--- config.mk ---
export PLATFORM = sky130hd
export DESIGN_NAME = fetch_queue
export DESIGN_NICKNAME = d
export VERILOG_FILES = /design/src/rtl/riscv_pkg.sv /design/src/rtl/fetch_queue.sv
export SDC_FILE = /design/constraint.sdc
export NUM_CORES = 1
export LEC_CHECK = 0
export BUFFER_PORTS_ARGS = -buffer_cell sky130_fd_sc_hd__buf_4
export CORE_ASPECT_RATIO = 1.25
export CORE_UTILIZATION = 36
export DETAILED_ROUTE_END_ITERATION = 8
export GPL_TIMING_DRIVEN = 1
export PLACE_DENSITY = 0.51
export SYNTH_ARGS = -nofsm -noshare
export SYNTH_HDL_FRONTEND = slang
export SYNTH_SLANG_ARGS = --single-unit
--- constraint.sdc ---
create_clock -name clk -period 2.5 [get_ports clk]
set_input_delay 0.375 -clock clk [delete_from_list [all_inputs] [get_ports clk]]
set_output_delay 0.375 -clock clk [all_outputs]
set_load 0.005 [all_outputs]
--- src/rtl/riscv_pkg.sv ---
// Shared RISC-V front-end definitions: machine width and the fetch queue entry layout.
package riscv_pkg;

  localparam int unsigned XLEN = 32;

  typedef struct packed {
    logic [31:0]     instr;
    logic [XLEN-1:0] pc;
  } fq_entry_t;

endpackage

--- src/rtl/fetch_queue.sv ---
// Fetch-to-decode instruction queue with valid/ready handshakes on both sides and flush.
// Optional same-cycle bypass of an empty queue when FETCH_QUEUE_BYPASS_EN is defined.
module fetch_queue
  import riscv_pkg::*;
#(
  parameter int unsigned DEPTH = 4
) (
  input  logic                       clk,
  input  logic                       reset_n,
  input  logic                       flush_i,
  input  logic                       push_v_i,
  input  logic [31:0]                push_instr_i,
  input  logic [XLEN-1:0]            push_pc_i,
  output logic                       push_ready_o,
  output logic                       pop_v_o,
  input  logic                       pop_ready_i,
  output logic [31:0]                pop_instr_o,
  output logic [XLEN-1:0]            pop_pc_o,
  output logic [$clog2(DEPTH):0]     count_o
);

  localparam int unsigned PW = $clog2(DEPTH);
  localparam int unsigned CW = PW + 1;

  fq_entry_t       mem [DEPTH];
  logic [PW-1:0]   rd_ptr;
  logic [PW-1:0]   wr_ptr;
  logic [CW-1:0]   count;

  logic            full;
  logic            empty;
  logic            push_fire;
  logic            pop_fire;
  logic            write_en;
  fq_entry_t       in_entry;
  fq_entry_t       head;

  assign full     = (count == CW'(DEPTH));
  assign empty    = (count == '0);
  assign in_entry = '{instr: push_instr_i, pc: push_pc_i};

  assign push_ready_o = ~full;
  assign count_o      = count;

`ifdef FETCH_QUEUE_BYPASS_EN
  logic bypass;

  // An empty queue forwards the incoming word; it is stored only if DEC does not take it now.
  assign bypass   = empty & push_v_i & pop_ready_i & ~flush_i;
  assign pop_v_o  = (~empty | push_v_i) & ~flush_i;
  assign head     = empty ? in_entry : mem[rd_ptr];
  assign write_en = push_fire & ~bypass;
`else
  assign pop_v_o  = ~empty & ~flush_i;
  assign head     = mem[rd_ptr];
  assign write_en = push_fire;
`endif

  assign pop_instr_o = head.instr;
  assign pop_pc_o    = head.pc;

  assign push_fire = push_v_i & ~full & ~flush_i;
  assign pop_fire  = pop_v_o & pop_ready_i & ~empty;

  always_ff @(posedge clk or negedge reset_n) begin
    if (!reset_n) begin
      for (int unsigned i = 0; i < DEPTH; i++) begin
        mem[i] <= '0;
      end
    end else if (write_en) begin
      mem[wr_ptr] <= in_entry;
    end
  end

  always_ff @(posedge clk or negedge reset_n) begin
    if (!reset_n) begin
      rd_ptr <= '0;
      wr_ptr <= '0;
      count  <= '0;
    end else if (flush_i) begin
      rd_ptr <= '0;
      wr_ptr <= '0;
      count  <= '0;
    end else begin
      if (write_en) begin
        wr_ptr <= wr_ptr + PW'(1);
      end
      if (pop_fire) begin
        rd_ptr <= rd_ptr + PW'(1);
      end
      case ({write_en, pop_fire})
        2'b10:   count <= count + CW'(1);
        2'b01:   count <= count - CW'(1);
        default: count <= count;
      endcase
    end
  end

endmodule

Yosys cells after proc, flatten, opt, wreduce, memory -nomap -nowiden. Cells that the tools add are included.

Flip-flop bits (word level): 263. Input bits: 69. Output and inout port bits: 69. Logic and storage cells: 48.

Add/sub/neg operators: 4. Magnitude comparators: 3. Eq/ne operators: 3. Muxes and demuxes: 12. Bitwise logic cells: 10. Reductions and logical operators: 5.

Operators with widths (count): $bwmux 256 (1); $mux 64 (3); $bmux 64 s2 (1); $demux 64 s2 (1); $mux 2 (4); $ge 3x3->1 const B (2); $not 2->3 (2); $pmux 3 s2 (1); $and 1x1->1 (5); $add 2x1->2 const B (2); $reduce_bool 2->1 (2); $add 3x1->3 const B (1); $eq 3x3->1 const B (1); $logic_not 3->1 (1); $lt 3x1->1 const B (1); $mux 3 (1); $not 1->1 (3); $reduce_bool 3->1 (1); $sub 3x1->3 const B (1); $eq 2x1->1 const B (1); $eq 2x2->1 const B (1); $logic_and 1x1->1 (1).

Logic depth before layout (Yosys ltp).
Depth after elaboration: 8. Gate-level depth with buffers: 7.

Least setup slack after synthesis. No wires, ideal clock.

Path kind: register to register. Start: register count[1] (netlist: count_o[1]). End: register count[1] (netlist: count_o[1]). Setup time: 116 ps. Data arrival time: 2155 ps. Required time: 2384 ps. Setup slack: 229 ps. Stages on the path, launching flop included: 8. Path buffers: 1. Clock period less this slack: 2271 ps. Cells stage by stage: dfrtp_1 -> clkbuf_1 -> o31ai_1 -> nor3_1 -> fa_1 -> nor2b_1 -> or4_1 -> o311ai_0.

Cells in the longest elaborated chain, start to end: 8.

RTL lines: from (decl) (line fetch_queue.sv:28) `logic [CW-1:0] count;`; from (signal assigned) (line fetch_queue.sv:92) `2'b10: count <= count + CW'(1);`; from (signal assigned) (line fetch_queue.sv:93) `2'b01: count <= count - CW'(1);`; from (signal assigned) (line fetch_queue.sv:94) `default: count <= count;`; $logic_not 3->1 (line fetch_queue.sv:39) `assign empty = (count == '0);`; $not 1->1 (line fetch_queue.sv:54, fetch_queue.sv:63); $and 1x1->1 (line fetch_queue.sv:54) `assign pop_v_o = ~empty & ~flush_i;`; $and 1x1->1 (2 in series) (line fetch_queue.sv:63) `assign pop_fire = pop_v_o & pop_ready_i & ~empty;`; $eq 2x1->1 or $eq 2x2->1 (tied branches) (line fetch_queue.sv:91) `case ({write_en, pop_fire})`; $pmux 3 s2 (line fetch_queue.sv:91); $mux 3 (line fetch_queue.sv:80) `end else if (flush_i) begin`.

Several ways; a longest one is shown, not always the timed one. A chain may end at the register's enable or synchronous reset.

Worst setup path after layout.
Start: register rd_ptr[0]. End: output pop_instr_o[18].

Cells in the longest elaborated chain, start to end: 4.

RTL lines: from (decl) (line fetch_queue.sv:26) `logic [PW-1:0] rd_ptr;`; from (signal assigned) (line fetch_queue.sv:89) `rd_ptr <= rd_ptr + PW'(1);`; $not 2->3 (not written as such) (line fetch_queue.sv:55) `assign head = mem[rd_ptr];`; $bmux 64 s2 (line fetch_queue.sv:55); $mux 64 (not written as such) (2 in series) (line fetch_queue.sv:55); to (decl) (line fetch_queue.sv:17) `output logic [31:0] pop_instr_o,`.

Every way passes these cells. The select of a mux whose other input is x is not followed.

==> insert_results.sql <==
INSERT INTO impl_metrics (metric_group, metric, value, unit) VALUES
('run_status', 'run_status', 'finished, final reports clean', ''),
('cts', 'cts-root-to-sink-buffers', '3', ''),
('yosys', 'synth_sequential_area_ratio', '55.9', '%'),
('yosys', 'netlist.top_cell.by_area', 'dfrtp_1', ''),
('power_and_ir_drop', 'switching_power', '3.68', 'mW'),
('drt', 'vias', '6595', ''),
('yosys', 'synth.ff_latch_count', '263', ''),
('finish', 'drive_above_1_share', '63.2', '%'),
('cts', 'clock_insertion_delay_worst_skew', '0.55', 'ns'),
('worst_setup_path', 'setup.worst_path.class', 'reg2out', ''),
('finish', 'finalInstanceArea', '0.0145', 'mm^2'),
('finish', 'antenna_cells', '0', ''),
('yosys', 'number_of_instances_in_the_synthesized_netlist', '683', ''),
('worst_setup_path', 'worst-r2r-cell-count', '6', ''),
('sta', 'setup_repair_after_global_routing_missed_its_margin', 'no', ''),
('floorplan', 'ioPinCount', '138', ''),
('worst_setup_path', 'biggest_fanout_along_the_worst_timing_path', '15', ''),
('floorplan', 'initial_utilization', '36.8', '%'),
('cts', 'cts_inserted_buffers', '29', ''),
('finish', 'final_cells', '1268', ''),
('sta', 'finalWorstPathRequiredPeriod', '2.40', 'ns'),
('finish', 'fin_nets', '910', ''),
('floorplan', 'die_area', '0.0334', 'mm^2'),
('yosys', 'post_synth_num_cell_types', '36', ''),
('place', 'gpl.final_weighted_congestion', '0.707', ''),
('worst_setup_path', 'critical_path.endpoint', 'pop_instr_o[18]', ''),
('sta', 'maxSlewViolCount', '0', ''),
('yosys', 'post-synth-top-area-fraction', '55.9', '%'),
('place', 'pre_cts_slack', '0.158', 'ns'),
('job', 'maxCapViolCount', '0', ''),
('yosys', 'synth_area', '0.0118', 'mm^2'),
('sta', 'maxSlewHeadroom', '66.1', '%'),
('drt', 'drt_pre_antenna_iters', '4', ''),
('worst_setup_path', 'critical_path.most_common_cell', 'buf_12', ''),
('worst_setup_path', 'cp_data_required_time', '2.12', 'ns'),
('power_and_ir_drop', 'power.share.clock', '29.3', '%'),
('sta', 'hold_viol', '0', ''),
('place', 'dpl.cell_count', '1212', ''),
('sta', 'setup_tns', '0', 'ns'),
('drt', 'drc', '0', ''),
('yosys', 'mappedNetlistNets', '757', ''),
('place', 'place.detailed.hpwl', '17300', 'um'),
('worst_setup_path', 'end_kind', 'output pin', ''),
('place', 'post_dp_cell_area', '0.0135', 'mm^2'),
('global_routing', 'grt_start_max_net_pins', '66', ''),
('sta', 'setup-violations-final', '0', ''),
('global_routing', 'antenna_found_initial', '0', ''),
('finish', 'syn_to_final_growth', '23.0', '%'),
('sta', 'finalWorstSetupSlack', '0.103', 'ns'),
('global_routing', 'globalRoute.totalOverflow', '0', ''),
('worst_setup_path', 'r2r_end', 'count_o[1]$_DFFE_PN0P_', ''),
('power_and_ir_drop', 'powerDensity', '991', 'mW/mm^2'),
('floorplan', 'rows', '73', ''),
('worst_setup_path', 'r2r_start', 'count_o[2]$_DFFE_PN0P_', ''),
('global_routing', 'globalRouteTotalUtil', '16.9', '%'),
('worst_setup_path', 'setup.reg_to_reg.worst_slack', '0.18', 'ns'),
('drt', 'antenna_left', '0', ''),
('power_and_ir_drop', 'ir_worst_vdd', '0.000644', 'V'),
('worst_setup_path', 'critPathLaunchType', 'register', ''),
('global_routing', 'first_global_vias', '7664', ''),
('drt', 'drtIter0Drc', '197', ''),
('cts', 'clock_pin_slew_on_the_worst_setup_and_hold_paths', '0.06', 'ns'),
('place', 'portBuffers', '137', ''),
('worst_setup_path', 'crit_path_start', 'rd_ptr[0]$_DFFE_PN0P_', ''),
('cts', 'tritoncts', 'built', ''),
('floorplan', 'die_h', '204', 'um'),
('worst_setup_path', 'arrival', '2.02', 'ns'),
('power_and_ir_drop', 'leakagePower', '6.52', 'nW'),
('power_and_ir_drop', 'switching_share', '25.6', '%'),
('worst_setup_path', 'timing.critical_path.slowest_cell_delay', '0.53', 'ns'),
('cts', 'numClockSinks', '263', '');
==> flip-flops by register name (all words and copies together) (netlist names) <==
name,cells
wr_ptr,2
count_o,3
mem,256
rd_ptr,2
==> layer usage <==
layer | up-vias | global-route usage [%] | wire length [um]
met5 | - | 0 | 0
met4 | 0 | 4.30 | 464
met3 | 34 | 3.69 | 1460
met2 | 131 | 29.5 | 14000
met1 | 3570 | 21.1 | 11200
li1 | 2860 | - | -
==> power groups by stage <==
| stage | Sequential (mW) | Combinational (mW) | Clock, mW |
|---|---|---|---|
| after global placement | 6.18 | 3.80 | 0 |
| after CTS | 6.22 | 4.02 | 4.36 |
| after global routing | 6.38 | 4.25 | 4.54 |
| after detailed placement | 6.33 | 3.93 | 0 |
| final | 6.22 | 3.93 | 4.21 |
| after floorplan | 6.02 | 2.55 | 0 |
==> cell type report <==
class | count | area (um^2)
fillers | 2812 | 17500
flip-flops and latches | 263 | 6590
multi-input cells | 370 | 4960
repair buffers | 167 | 1450
clock buffers | 45 | 916
well taps | 412 | 515
clock inverters | 6 | 37.5
inverters | 5 | 18.8
==> worst min-delay path by stage <==
stage	from	end	cells after the start
finish	push_pc_i[31]	mem[223]$_DFFE_PN0P_	2
global route	push_instr_i[17]	mem[177]$_DFFE_PN0P_	2
CTS	push_pc_i[1]	mem[193]$_DFFE_PN0P_	2
detailed placement	reset_n	mem[77]$_DFFE_PN0P_	1
global placement	reset_n	mem[205]$_DFFE_PN0P_	1
floorplan	reset_n	count_o[0]$_DFFE_PN0P_	0
==> synth_stat cells <==
cell      instances
inv_2             1
buf_6             7
a21oi_1           5
and3_1            1
xor2_1            2
mux2_4           60
buf_1             3
o31ai_1           1
nand3_2           3
or4_1             2
o21a_1            1
nand3_1           3
buf_4             1
clkbuf_1         11
ha_1              4
a31oi_1           1
nor3b_2           1
nor4bb_1          1
dfrtp_1         263
o311ai_0          3
o211ai_1          2
o21ai_0           3
xnor2_1           1
nor3_1            2
nand4_1           1
nand2_1           1
mux2_2          193
nor2b_1           3
fa_1              1
buf_2            23
mux2_1            4
inv_1             4
o21ba_2           1
mux4_2           64
nor2_1            5
nand3b_1          1
==> what timing repair did <==
action / 4_1_cts / 5_1_grt
hold buffers: 1 / 0
buffers inserted: 4 / 0
resized for setup: 0 / 1
hold endpoints to repair: 52 / 0
endpoints found under the setup margin: 54 / 1
==> critical path: cells and delay by family (launching register included) <==
| kind | cells | cell delay [ns] |
|---|---|---|
| flops | 1 | 0.43 |
| mux | 1 | 0.53 |
| buf+inv | 3 | 0.49 |
==> cell families after synthesis <==
| group | synth area share [%] |
|---|---|
| muxes | 38.7 |
| DFF | 55.9 |
| buffers and inverters | 2.32 |
| and+or+nand+nor | 1.31 |
| AOI/OAI and AO/OA | 0.956 |
| adders and majority gates | 0.595 |
| xor gates and xnor gates | 0.223 |
==> per-stage QoR <==
| step | power [mW] | hold slack, ns |
|---|---|---|
| detailed placement | 10.3 | 0.354 |
| CTS | 14.6 | 0.0368 |
| global placement | 9.98 | 0.346 |
| global route | 15.2 | 0.0484 |
| finish | 14.4 | 0.0729 |
| floorplan | 8.57 | 0.0794 |
(Power assumes the default switching activity.)
